<file path="src/rtl/ddr_axil_pkg.sv">
// ddr_axil_pkg: definitions shared by the axil_ddr_master initiator and the
// ddr_control AXI4-Lite slave port.
//   state_t      - initiator FSM state encoding (also exposed for debug)
//   RESP_*       - AXI4-Lite BRESP/RRESP encodings
package ddr_axil_pkg;

  typedef enum logic [2:0] {
    ST_IDLE  = 3'd0,
    ST_WADDR = 3'd1,
    ST_WRESP = 3'd2,
    ST_RADDR = 3'd3,
    ST_RDATA = 3'd4,
    ST_RSP   = 3'd5
  } state_t;

  localparam logic [1:0] RESP_OKAY   = 2'd0;
  localparam logic [1:0] RESP_EXOKAY = 2'd1;
  localparam logic [1:0] RESP_SLVERR = 2'd2;
  localparam logic [1:0] RESP_DECERR = 2'd3;

endpackage

</file>
<file path="src/rtl/axil_ddr_master_if.sv">
// axil_ddr_master_if: bundles the command port, the response port, the sticky
// stall flag and the five AXI4-Lite channels of the DDR initiator.
//   master modport - the initiator's view (drives cmd_ready, rsp_*, AXI VALIDs)
//   slave modport  - the harness/slave view (drives cmd_*, rsp_ready, AXI READYs)
//
// Handshake rule for every valid/ready pair here: a transfer happens on a
// rising clock edge where both valid and ready are high. Once valid is raised
// it stays high, with its payload stable, until that transfer; ready may
// change freely and the source never waits on ready before raising valid.
interface axil_ddr_master_if #(
  parameter int ADDR_W = 32,
  parameter int DATA_W = 32
);
  // command port
  logic                  cmd_valid;
  logic                  cmd_ready;
  logic                  cmd_we;
  logic [ADDR_W-1:0]     cmd_addr;
  logic [DATA_W-1:0]     cmd_wdata;
  logic [DATA_W/8-1:0]   cmd_wstrb;
  // response port
  logic                  rsp_valid;
  logic                  rsp_ready;
  logic [DATA_W-1:0]     rsp_rdata;
  logic [1:0]            rsp_resp;
  logic                  rsp_we;
  logic                  timeout;
  // AXI4-Lite channels
  logic [ADDR_W-1:0]     AWADDR;
  logic                  AWVALID;
  logic                  AWREADY;
  logic [DATA_W-1:0]     WDATA;
  logic [DATA_W/8-1:0]   WSTRB;
  logic                  WVALID;
  logic                  WREADY;
  logic [1:0]            BRESP;
  logic                  BVALID;
  logic                  BREADY;
  logic [ADDR_W-1:0]     ARADDR;
  logic                  ARVALID;
  logic                  ARREADY;
  logic [DATA_W-1:0]     RDATA;
  logic [1:0]            RRESP;
  logic                  RVALID;
  logic                  RREADY;

  modport master (
    input  cmd_valid, cmd_we, cmd_addr, cmd_wdata, cmd_wstrb,
    output cmd_ready,
    output rsp_valid, rsp_rdata, rsp_resp, rsp_we, timeout,
    input  rsp_ready,
    output AWADDR, AWVALID, input AWREADY,
    output WDATA, WSTRB, WVALID, input WREADY,
    input  BRESP, BVALID, output BREADY,
    output ARADDR, ARVALID, input ARREADY,
    input  RDATA, RRESP, RVALID, output RREADY
  );

  modport slave (
    output cmd_valid, cmd_we, cmd_addr, cmd_wdata, cmd_wstrb,
    input  cmd_ready,
    input  rsp_valid, rsp_rdata, rsp_resp, rsp_we, timeout,
    output rsp_ready,
    input  AWADDR, AWVALID, output AWREADY,
    input  WDATA, WSTRB, WVALID, output WREADY,
    output BRESP, BVALID, input BREADY,
    input  ARADDR, ARVALID, output ARREADY,
    output RDATA, RRESP, RVALID, input RREADY
  );

endinterface

</file>
<file path="src/rtl/axil_ddr_master_watchdog.sv">
// axil_watchdog: saturating stall counter with a sticky flag.
//   clk, rst_n - clock, asynchronous active-low reset
//   clr        - restart the count (bus-state entry or any handshake)
//   en         - count this cycle (a bus state is waiting on the slave)
//   flag_clr   - drop the sticky flag (next command accepted)
//   flag       - set in the same edge the count reaches TIMEOUT-1
module axil_watchdog #(
  parameter int TIMEOUT = 256
) (
  input  logic clk,
  input  logic rst_n,
  input  logic clr,
  input  logic en,
  input  logic flag_clr,
  output logic flag
);
  localparam int CW = $clog2(TIMEOUT);
  localparam logic [CW-1:0] SAT = CW'(TIMEOUT - 1);

  logic [CW-1:0] cnt_q;

  always_ff @(posedge clk or negedge rst_n) begin
    if (!rst_n) begin
      cnt_q <= '0;
      flag  <= 1'b0;
    end else begin
      if (clr)
        cnt_q <= '0;
      else if (en && cnt_q != SAT)
        cnt_q <= cnt_q + CW'(1);

      // The flag rises on the edge that moves the count onto SAT, so it is
      // visible after exactly TIMEOUT-1 stalled cycles.
      if (flag_clr)
        flag <= 1'b0;
      else if (en && !clr && cnt_q == SAT - CW'(1))
        flag <= 1'b1;
    end
  end

endmodule

</file>
<file path="src/rtl/axil_ddr_master.sv">
// axil_ddr_master: single-outstanding AXI4-Lite initiator toward ddr_control.
//   ACLK, ARESETN - clock, asynchronous active-low reset
//   bus           - command/response ports and AXI4-Lite channels (master view)
//   dbg_state     - current FSM state
// A write command issues AW and W together and waits for B; a read issues AR
// and waits for R. The captured response is held on rsp_* until rsp_ready.
module axil_ddr_master
  import ddr_axil_pkg::*;
#(
  parameter int ADDR_W  = 32,
  parameter int DATA_W  = 32,
  parameter int TIMEOUT = 256
) (
  input  logic                  ACLK,
  input  logic                  ARESETN,
  axil_ddr_master_if.master     bus,
  output state_t                dbg_state
);
  // Word-aligns the captured address: bits [1:0] always go out as zero.
  localparam logic [ADDR_W-1:0] ADDR_MASK = ~ADDR_W'(3);

  state_t state_q, state_d;
  logic   aw_done_q, aw_done_d;
  logic   w_done_q, w_done_d;

  logic [ADDR_W-1:0]   addr_q;
  logic [DATA_W-1:0]   wdata_q;
  logic [DATA_W/8-1:0] wstrb_q;
  logic [DATA_W-1:0]   rdata_q;
  logic [1:0]          resp_q;
  logic                we_q;

  logic accept, aw_hs, w_hs, b_hs, ar_hs, r_hs;
  logic bus_state;

  // Every VALID/READY output is a pure decode of registered state, so the
  // asynchronous reset drops them immediately.
  assign bus.cmd_ready = (state_q == ST_IDLE);
  assign bus.AWVALID   = (state_q == ST_WADDR) && !aw_done_q;
  assign bus.WVALID    = (state_q == ST_WADDR) && !w_done_q;
  assign bus.BREADY    = (state_q == ST_WRESP);
  assign bus.ARVALID   = (state_q == ST_RADDR);
  assign bus.RREADY    = (state_q == ST_RDATA);
  assign bus.rsp_valid = (state_q == ST_RSP);

  assign bus.AWADDR    = addr_q;
  assign bus.ARADDR    = addr_q;
  assign bus.WDATA     = wdata_q;
  assign bus.WSTRB     = wstrb_q;
  assign bus.rsp_rdata = rdata_q;
  assign bus.rsp_resp  = resp_q;
  assign bus.rsp_we    = we_q;
  assign dbg_state     = state_q;

  assign accept = bus.cmd_valid && bus.cmd_ready;
  assign aw_hs  = bus.AWVALID && bus.AWREADY;
  assign w_hs   = bus.WVALID  && bus.WREADY;
  assign b_hs   = bus.BVALID  && bus.BREADY;
  assign ar_hs  = bus.ARVALID && bus.ARREADY;
  assign r_hs   = bus.RVALID  && bus.RREADY;

  assign bus_state = (state_q == ST_WADDR) || (state_q == ST_WRESP) ||
                     (state_q == ST_RADDR) || (state_q == ST_RDATA);

  always_ff @(posedge ACLK or negedge ARESETN) begin
    if (!ARESETN) begin
      state_q   <= ST_IDLE;
      aw_done_q <= 1'b0;
      w_done_q  <= 1'b0;
    end else begin
      state_q   <= state_d;
      aw_done_q <= aw_done_d;
      w_done_q  <= w_done_d;
    end
  end

  always_comb begin
    state_d   = state_q;
    aw_done_d = aw_done_q;
    w_done_d  = w_done_q;
    case (state_q)
      ST_IDLE: begin
        if (accept) begin
          aw_done_d = 1'b0;
          w_done_d  = 1'b0;
          state_d   = bus.cmd_we ? ST_WADDR : ST_RADDR;
        end
      end
      ST_WADDR: begin
        if (aw_hs) aw_done_d = 1'b1;
        if (w_hs)  w_done_d  = 1'b1;
        // Covers AW first, W first, or both on the same edge.
        if (aw_done_d && w_done_d) state_d = ST_WRESP;
      end
      ST_WRESP: if (b_hs) state_d = ST_RSP;
      ST_RADDR: if (ar_hs) state_d = ST_RDATA;
      ST_RDATA: if (r_hs) state_d = ST_RSP;
      ST_RSP:   if (bus.rsp_ready) state_d = ST_IDLE;
      default:  state_d = ST_IDLE;
    endcase
  end

  always_ff @(posedge ACLK or negedge ARESETN) begin
    if (!ARESETN) begin
      addr_q  <= '0;
      wdata_q <= '0;
      wstrb_q <= '0;
      rdata_q <= '0;
      resp_q  <= '0;
      we_q    <= 1'b0;
    end else begin
      if (accept) begin
        addr_q  <= bus.cmd_addr & ADDR_MASK;
        wdata_q <= bus.cmd_wdata;
        wstrb_q <= bus.cmd_wstrb;
      end
      if (b_hs) begin
        rdata_q <= '0;
        resp_q  <= bus.BRESP;
        we_q    <= 1'b1;
      end
      // Read data is forwarded even when RRESP reports an error.
      if (r_hs) begin
        rdata_q <= bus.RDATA;
        resp_q  <= bus.RRESP;
        we_q    <= 1'b0;
      end
    end
  end

  axil_watchdog #(
    .TIMEOUT (TIMEOUT)
  ) u_watchdog (
    .clk      (ACLK),
    .rst_n    (ARESETN),
    .clr      (accept || aw_hs || w_hs || b_hs || ar_hs || r_hs),
    .en       (bus_state),
    .flag_clr (accept),
    .flag     (bus.timeout)
  );

endmodule

</file>
<file path="src/flat_wrapper.sv">
// flat-port wrapper written by rule: the top's interface ports become plain ports
module axil_ddr_master_flat import ddr_axil_pkg::*;
#(
  parameter int ADDR_W  = 32,
  parameter int DATA_W  = 32,
  parameter int TIMEOUT = 256
)
  (ACLK, ARESETN, dbg_state, bus_cmd_valid, bus_cmd_we, bus_cmd_addr, bus_cmd_wdata, bus_cmd_wstrb, bus_cmd_ready, bus_rsp_valid, bus_rsp_rdata, bus_rsp_resp, bus_rsp_we, bus_timeout, bus_rsp_ready, bus_AWADDR, bus_AWVALID, bus_AWREADY, bus_WDATA, bus_WSTRB, bus_WVALID, bus_WREADY, bus_BRESP, bus_BVALID, bus_BREADY, bus_ARADDR, bus_ARVALID, bus_ARREADY, bus_RDATA, bus_RRESP, bus_RVALID, bus_RREADY);
  axil_ddr_master_if #(.ADDR_W(ADDR_W), .DATA_W(DATA_W)) bus_i ();
  input  logic ACLK;
  input  logic ARESETN;
  output state_t dbg_state;
  input wire logic [$bits(bus_i.cmd_valid)-1:0] bus_cmd_valid;
  input wire logic [$bits(bus_i.cmd_we)-1:0] bus_cmd_we;
  input wire logic [$bits(bus_i.cmd_addr)-1:0] bus_cmd_addr;
  input wire logic [$bits(bus_i.cmd_wdata)-1:0] bus_cmd_wdata;
  input wire logic [$bits(bus_i.cmd_wstrb)-1:0] bus_cmd_wstrb;
  output wire logic [$bits(bus_i.cmd_ready)-1:0] bus_cmd_ready;
  output wire logic [$bits(bus_i.rsp_valid)-1:0] bus_rsp_valid;
  output wire logic [$bits(bus_i.rsp_rdata)-1:0] bus_rsp_rdata;
  output wire logic [$bits(bus_i.rsp_resp)-1:0] bus_rsp_resp;
  output wire logic [$bits(bus_i.rsp_we)-1:0] bus_rsp_we;
  output wire logic [$bits(bus_i.timeout)-1:0] bus_timeout;
  input wire logic [$bits(bus_i.rsp_ready)-1:0] bus_rsp_ready;
  output wire logic [$bits(bus_i.AWADDR)-1:0] bus_AWADDR;
  output wire logic [$bits(bus_i.AWVALID)-1:0] bus_AWVALID;
  input wire logic [$bits(bus_i.AWREADY)-1:0] bus_AWREADY;
  output wire logic [$bits(bus_i.WDATA)-1:0] bus_WDATA;
  output wire logic [$bits(bus_i.WSTRB)-1:0] bus_WSTRB;
  output wire logic [$bits(bus_i.WVALID)-1:0] bus_WVALID;
  input wire logic [$bits(bus_i.WREADY)-1:0] bus_WREADY;
  input wire logic [$bits(bus_i.BRESP)-1:0] bus_BRESP;
  input wire logic [$bits(bus_i.BVALID)-1:0] bus_BVALID;
  output wire logic [$bits(bus_i.BREADY)-1:0] bus_BREADY;
  output wire logic [$bits(bus_i.ARADDR)-1:0] bus_ARADDR;
  output wire logic [$bits(bus_i.ARVALID)-1:0] bus_ARVALID;
  input wire logic [$bits(bus_i.ARREADY)-1:0] bus_ARREADY;
  input wire logic [$bits(bus_i.RDATA)-1:0] bus_RDATA;
  input wire logic [$bits(bus_i.RRESP)-1:0] bus_RRESP;
  input wire logic [$bits(bus_i.RVALID)-1:0] bus_RVALID;
  output wire logic [$bits(bus_i.RREADY)-1:0] bus_RREADY;
  assign bus_i.cmd_valid = bus_cmd_valid;
  assign bus_i.cmd_we = bus_cmd_we;
  assign bus_i.cmd_addr = bus_cmd_addr;
  assign bus_i.cmd_wdata = bus_cmd_wdata;
  assign bus_i.cmd_wstrb = bus_cmd_wstrb;
  assign bus_cmd_ready = bus_i.cmd_ready;
  assign bus_rsp_valid = bus_i.rsp_valid;
  assign bus_rsp_rdata = bus_i.rsp_rdata;
  assign bus_rsp_resp = bus_i.rsp_resp;
  assign bus_rsp_we = bus_i.rsp_we;
  assign bus_timeout = bus_i.timeout;
  assign bus_i.rsp_ready = bus_rsp_ready;
  assign bus_AWADDR = bus_i.AWADDR;
  assign bus_AWVALID = bus_i.AWVALID;
  assign bus_i.AWREADY = bus_AWREADY;
  assign bus_WDATA = bus_i.WDATA;
  assign bus_WSTRB = bus_i.WSTRB;
  assign bus_WVALID = bus_i.WVALID;
  assign bus_i.WREADY = bus_WREADY;
  assign bus_i.BRESP = bus_BRESP;
  assign bus_i.BVALID = bus_BVALID;
  assign bus_BREADY = bus_i.BREADY;
  assign bus_ARADDR = bus_i.ARADDR;
  assign bus_ARVALID = bus_i.ARVALID;
  assign bus_i.ARREADY = bus_ARREADY;
  assign bus_i.RDATA = bus_RDATA;
  assign bus_i.RRESP = bus_RRESP;
  assign bus_i.RVALID = bus_RVALID;
  assign bus_RREADY = bus_i.RREADY;
  axil_ddr_master #(.ADDR_W(ADDR_W), .DATA_W(DATA_W), .TIMEOUT(TIMEOUT)) u_core (.ACLK(ACLK), .ARESETN(ARESETN), .bus(bus_i), .dbg_state(dbg_state));
endmodule
</file>
<file path="config.mk">
export PLATFORM = sky130hd
export DESIGN_NAME = axil_ddr_master_flat
export DESIGN_NICKNAME = d
export VERILOG_FILES = /design/src/rtl/ddr_axil_pkg.sv /design/src/rtl/axil_ddr_master_if.sv /design/src/rtl/axil_ddr_master_watchdog.sv /design/src/rtl/axil_ddr_master.sv /design/src/flat_wrapper.sv
export SDC_FILE = /design/constraint.sdc
export NUM_CORES = 1
export LEC_CHECK = 0
export ABC_AREA = 0
export BUFFER_PORTS_ARGS = -buffer_cell sky130_fd_sc_hd__buf_2
export CAP_MARGIN = 20
export CORE_MARGIN = 2
export CORE_UTILIZATION = 30
export CTS_CLUSTER_SIZE = 12
export DETAILED_ROUTE_END_ITERATION = 16
export GPL_ROUTABILITY_DRIVEN = 0
export SYNTH_ARGS = -nofsm -noshare
export SYNTH_HDL_FRONTEND = slang
export SYNTH_SLANG_ARGS = --single-unit
</file>
<file path="constraint.sdc">
create_clock -name ACLK -period 1.75 [get_ports ACLK]
set_input_delay 0.0875 -clock ACLK [delete_from_list [all_inputs] [get_ports ACLK]]
set_output_delay 0.0875 -clock ACLK [all_outputs]
set_load 0.005 [all_outputs]
</file>
# Yosys cells after proc, flatten, opt, wreduce, memory -nomap -nowiden
# Cells that the tools add are included.
[op_classes]
add_sub_neg = 1
reduce_logical = 30
mux = 25
eq_ne = 13
[ops]
columns = ["cell", "count"]
rows = [
  ["32-bit 2-to-1 mux", 2],
  ["3-bit 2-to-1 mux", 6],
  ["3-bit case mux with 6 select lines", 1],
  ["8-bit 2-to-1 mux", 2],
  ["1-bit logical AND", 12],
  ["2-bit inequality test, second input constant", 5],
  ["1-bit 2-to-1 mux", 9],
  ["8-bit by 1-bit adder with 8-bit output, second input constant", 1],
  ["8-bit equality test, second input constant", 1],
  ["1-bit logical OR", 8],
  ["8-bit inequality test, second input constant", 1],
  ["2-bit nonzero test", 4],
  ["3-bit by 2-bit equality test with 1-bit output, second input constant", 2],
  ["3-bit equality test, second input constant", 2],
  ["2-bit 2-to-1 mux", 3],
  ["6-bit AND reduction", 1],
  ["1-bit case mux with 2 select lines", 2],
  ["3-bit by 1-bit equality test with 1-bit output, second input constant", 1],
  ["1-bit logical NOT", 3],
  ["3-bit logical NOT", 1],
  ["2-bit by 1-bit inequality test with 1-bit output, second input constant", 1],
  ["2-bit AND reduction", 1],
]
[word_totals]
output_inout_bits = 146
in_bits = 114
regBits = 115
word_cells = 80

# Longest topological paths before layout
[depth]
ltp_word = 13
ltp_mapped = 9
mapped_depth_nobuf = 6

# Hierarchy
# Synthesis repeated with hierarchy kept, for this count alone.
[unflattened]
hier_cells = 359
area_unflattened_um2 = 5198.7
[by_module_without_submodules]
columns = ["module", "area_each_um2", "seq_area_each_um2", "cells_each", "n_inst"]
rows = [
  ["axil_ddr_master", 4704.5, 2652.5, 306, 1],
  ["axil_watchdog", 494.2, 225.2, 53, 1],
]

# Worst setup path after synthesis
# Ideal clock, no wire load.
[synth_path]
kind = "reg-to-reg"
from = "register u_core.state_q[0], in the netlist u_core.dbg_state[0]"
to = "register u_core.addr_q[15], in the netlist u_core.bus.ARADDR[15]"
path_slack_ps = -226
setup_time_ps = 125
arrival_time_ps = 1851
n_path_buf = 5
path_stages_with_launch = 10
required_ps = 1625
synth_period_minus_slack_ps = 1976
path_cell_list = "dfrtp_1 -> buf_6 -> or3_1 -> buf_2 -> clkinv_2 -> and2_4 -> buf_6 -> buf_12 -> buf_12 -> mux2_4"
[synth_via]
elab_chain_len = 2
[synth_lines]
columns = ["element", "line", "text"]
rows = [
  ["start: declaration", "axil_ddr_master.sv:22", "state_t state_q, state_d;"],
  ["start signal: assignment", "axil_ddr_master.sv:71", "state_q <= state_d;"],
  ["3-bit logical NOT", "axil_ddr_master.sv:38", "assign bus.cmd_ready = (state_q == ST_IDLE);"],
  ["net bus_cmd_ready", "flat_wrapper.sv:18", "output wire logic [$bits(bus_i.cmd_ready)-1:0] bus_cmd_ready;"],
  ["1-bit logical AND", "axil_ddr_master.sv:55", "assign accept = bus.cmd_valid && bus.cmd_ready;"],
  ["end signal: assignment", "axil_ddr_master.sv:113", "addr_q <= bus.cmd_addr & ADDR_MASK;"],
  ["end: declaration", "axil_ddr_master.sv:26", "logic [ADDR_W-1:0] addr_q;"],
]
# The timed path passes the listed nets, and every way through them passes these cells.
# A chain may end at the register's enable or synchronous reset.

# Worst setup path after layout
[layout_path]
from = "register u_core.state_q[0], in the netlist u_core.dbg_state[0]"
to = "register u_core.wdata_q[26], in the netlist u_core.bus.WDATA[26]"
[layout_via]
elab_chain_len = 2
[layout_lines]
columns = ["element", "line", "text"]
rows = [
  ["3-bit logical NOT", "axil_ddr_master.sv:38", ""],
  ["1-bit logical AND", "axil_ddr_master.sv:55", ""],
  ["end signal: assignment", "axil_ddr_master.sv:114", "wdata_q <= bus.cmd_wdata;"],
  ["end: declaration", "axil_ddr_master.sv:27", "logic [DATA_W-1:0] wdata_q;"],
]
# No other way between the ends.

==> reports/metrics.cfg <==
[outcome]
status = finished with violations
violations = negative setup slack

[timing]
finalSetupTns_ns = -0.07516
clock-skew-final_ns = 0.007712
hold_ws_ns = 0.08820
fin_crit_sh_pct = 100.9
rsz0062_at_grt = true
layout_min_cycle_time_ns = 1.765
timing.fmax_mhz = 566.4
timing.final.ws_setup_ns = -0.01541
maxSlewHeadroom_pct = 59.50
setup_viol = 12
final_hold_viol_count = 0
final_max_slew_viol_count = 0
tightest_slew_ns = 0.6075

[critical_path]
path_buf_inv = 2
critPathMaxFanout = 9
reg2reg_setup_slack_ns = -0.02
slowest_stage = dfrtp_1
startpoint_type = register
critical-path-max-stage-delay_ns = 0.39
required_ns = 2.04
worstSetupEndpointType = register
path_class = reg2reg
cp_cell_sequence = or3_4, clkinv_4, and2_4, bufbuf_16, mux2_2
crit_family = simple AND/OR/NAND/NOR gates
cp.arrival_ns = 2.06

[worst_hold_path]
hold_path_class = in2reg

[synthesis]
synthCells = 361
syn-cell-area_um2 = 5027
seq_area_frac_synth_pct = 57.24
syn_area_per_cell_um2 = 13.93
synthFlopType = dfrtp_1
synthArstFlopShare_pct = 100.0
synth_edf_count = 0
ys_types = 44
yosys_warnings = 0
ys_ff_latch = 115

[place]
dp_hpwl_um = 8574
io_buffers = 253
dpl.cell_count = 802

[global_routing]
grt_antenna_before_repair = 0
grt_pass1_vias = 4467
gr-total-overflow = 0
grt_max_degree = 116
grt_use_total_pct = 15.81
grt_pass1_wl_um = 22340

[floorplan]
die_h_um = 133.5
start_util_pct = 30.53
ios = 260
fp.dieW_um = 133.5
fp-row-count = 47
dieArea_um2 = 17810
coreArea_um2 = 16470

[routing]
wl_per_cell_um = 15.04
drtAntennaViolNets = 0
drcViolationCount = 0
vias = 4195
vias_per_cell = 4.425
totalWireLength_um = 14260
drtIter0Drc = 113
dr.pass1.iters = 4

[cts]
numCtsBuffers = 17
clock-sinks = 115
insertion_delay_ns = 0.41
clock_path_buffers = 2
clk_pin_slew_ns = 0.06
cts_tree = done
cts_root_buf = clkbuf_16
htree_num_levels = 4

[finish]
area_growth_pct = 65.78
drive_gt1_share_pct = 53.57
diodes = 0
final_nets = 831
fin_cells = 948

[pwr]
power_uw = 13930
p_per_area_nw_per_um2 = 1671
leakagePower_uw = 0.004166
max-vdd-ir-drop_mv = 0.6546

[flow_run]
maxCapViolCount = 0

[metal layers]
metal | vias up | share of wire (%) | GRT usage, %
li1 | 1973 | - | -
met1 | 2037 | 41 | 18.02
met2 | 162 | 51 | 27.41
met3 | 23 | 6.3 | 4.566
met4 | 0 | 2.3 | 7.329
met5 | - | 0 | 0
[final cells by class]
class / count / area [um^2]
inverter: 8 / 35.03
sequential: 115 / 2878
fill: 1462 / 8132
clock buffer: 21 / 460.4
tap: 220 / 275.3
timing repair buffer: 387 / 2714
clock inverter: 11 / 151.4
multi-input combinational: 186 / 1821
[worst min-delay path: stages]
cell	delay [ns]
buf_2	0.13
nand2_1	0.09
a21oi_1	0.07
nor2_1	0.08
[flip-flops by register name, indices dropped and copies added, names as in the netlist]
name,cells
u_core.bus.WDATA,32
u_core.bus.rsp_rdata,32
u_core.bus.ARADDR,30
u_core.u_watchdog.cnt_q,8
u_core.bus.WSTRB,4
u_core.dbg_state,3
u_core.bus.rsp_resp,2
u_core.aw_done_q,1
u_core.bus.rsp_we,1
u_core.u_watchdog.flag,1
u_core.w_done_q,1
[power breakdown]
group / total [uW] / switching [uW] / leakage [uW] / internal (uW)
logic: 5790 / 2300 / 0.00245 / 3490
registers: 4590 / 749 / 0.00143 / 3850
clock network: 3540 / 1220 / 0.000286 / 2320
[timing repair]
item	CTS	global route
hold endpoints to repair	217	0
hold buffers	105	0
gates cloned	3	0
gates resized for setup	13	28
buffers inserted	5	1
pin swaps	1	0
endpoints found under the setup margin	60	75
[metrics by stage]
stage | utilization [%] | instance area, um^2 | setup slack (ns)
final | 50.62 | 8334 | -0.01541
after global placement | 38.61 | 6357 | -0.03964
after floorplan | - | 5055 | -0.2128
after detailed placement | 38.61 | 6357 | -0.08868
after global routing | 50.62 | 8334 | -0.05694
after CTS | 49.86 | 8210 | -0.02808
[layout by cell type (no fill, tap or decap), types with 4 or more instances in the layout]
cell type	instances
a22o_1	32
inv_1	7
mux2_4	46
conb_1	4
buf_12	8
nand2_1	5
buf_2	252
dlygate4sd3_1	105
nor2_1	12
a21oi_1	9
dfrtp_1	115
o21ai_0	5
mux2i_1	4
mux2_2	22
nand3_1	4
buf_4	16
clkinvlp_4	4
clkbuf_16	17
[cells by family after synthesis]
group                    share of synthesized area (%)
multiplexers                                     18.19
flip-flops                                       57.24
adder cells (fa/ha/maj)                         0.4977
other                                          0.07459
AO/OA/AOI/OAI                                    9.507
buffers and inverters                            9.258
AND/OR/NAND/NOR                                  4.704
XOR/XNOR                                        0.5227
[synth_stat cells, drive strengths merged (3+ instances only)]
cell	n	share of area [%]
nand2	5	0.37
o211ai	3	0.45
clkbuf	4	0.30
nand3	4	0.40
buf	51	8.3
o21ai	6	0.60
or3	4	0.50
inv	7	0.52
dfrtp	115	57
mux2	68	17
a21oi	9	0.90
a22o	32	5.6
mux2i	4	0.80
nor3b	3	0.45
nor2	13	0.97
[final timing paths]
kind,endpoint,start,cells after the start
worst max-delay path,u_core.bus.WDATA[26],u_core.dbg_state[0],5
worst min-delay path,u_core.aw_done_q,bus_cmd_valid,4
worst max register to register,u_core.bus.WDATA[26],u_core.dbg_state[0],5
worst min register to register,u_core.bus.rsp_we,u_core.bus.rsp_we,2
max in group asynchronous,u_core.bus.ARADDR[2],ARESETN,3
min in group asynchronous,u_core.aw_done_q,ARESETN,3
Power figures use the tool's default switching activity.
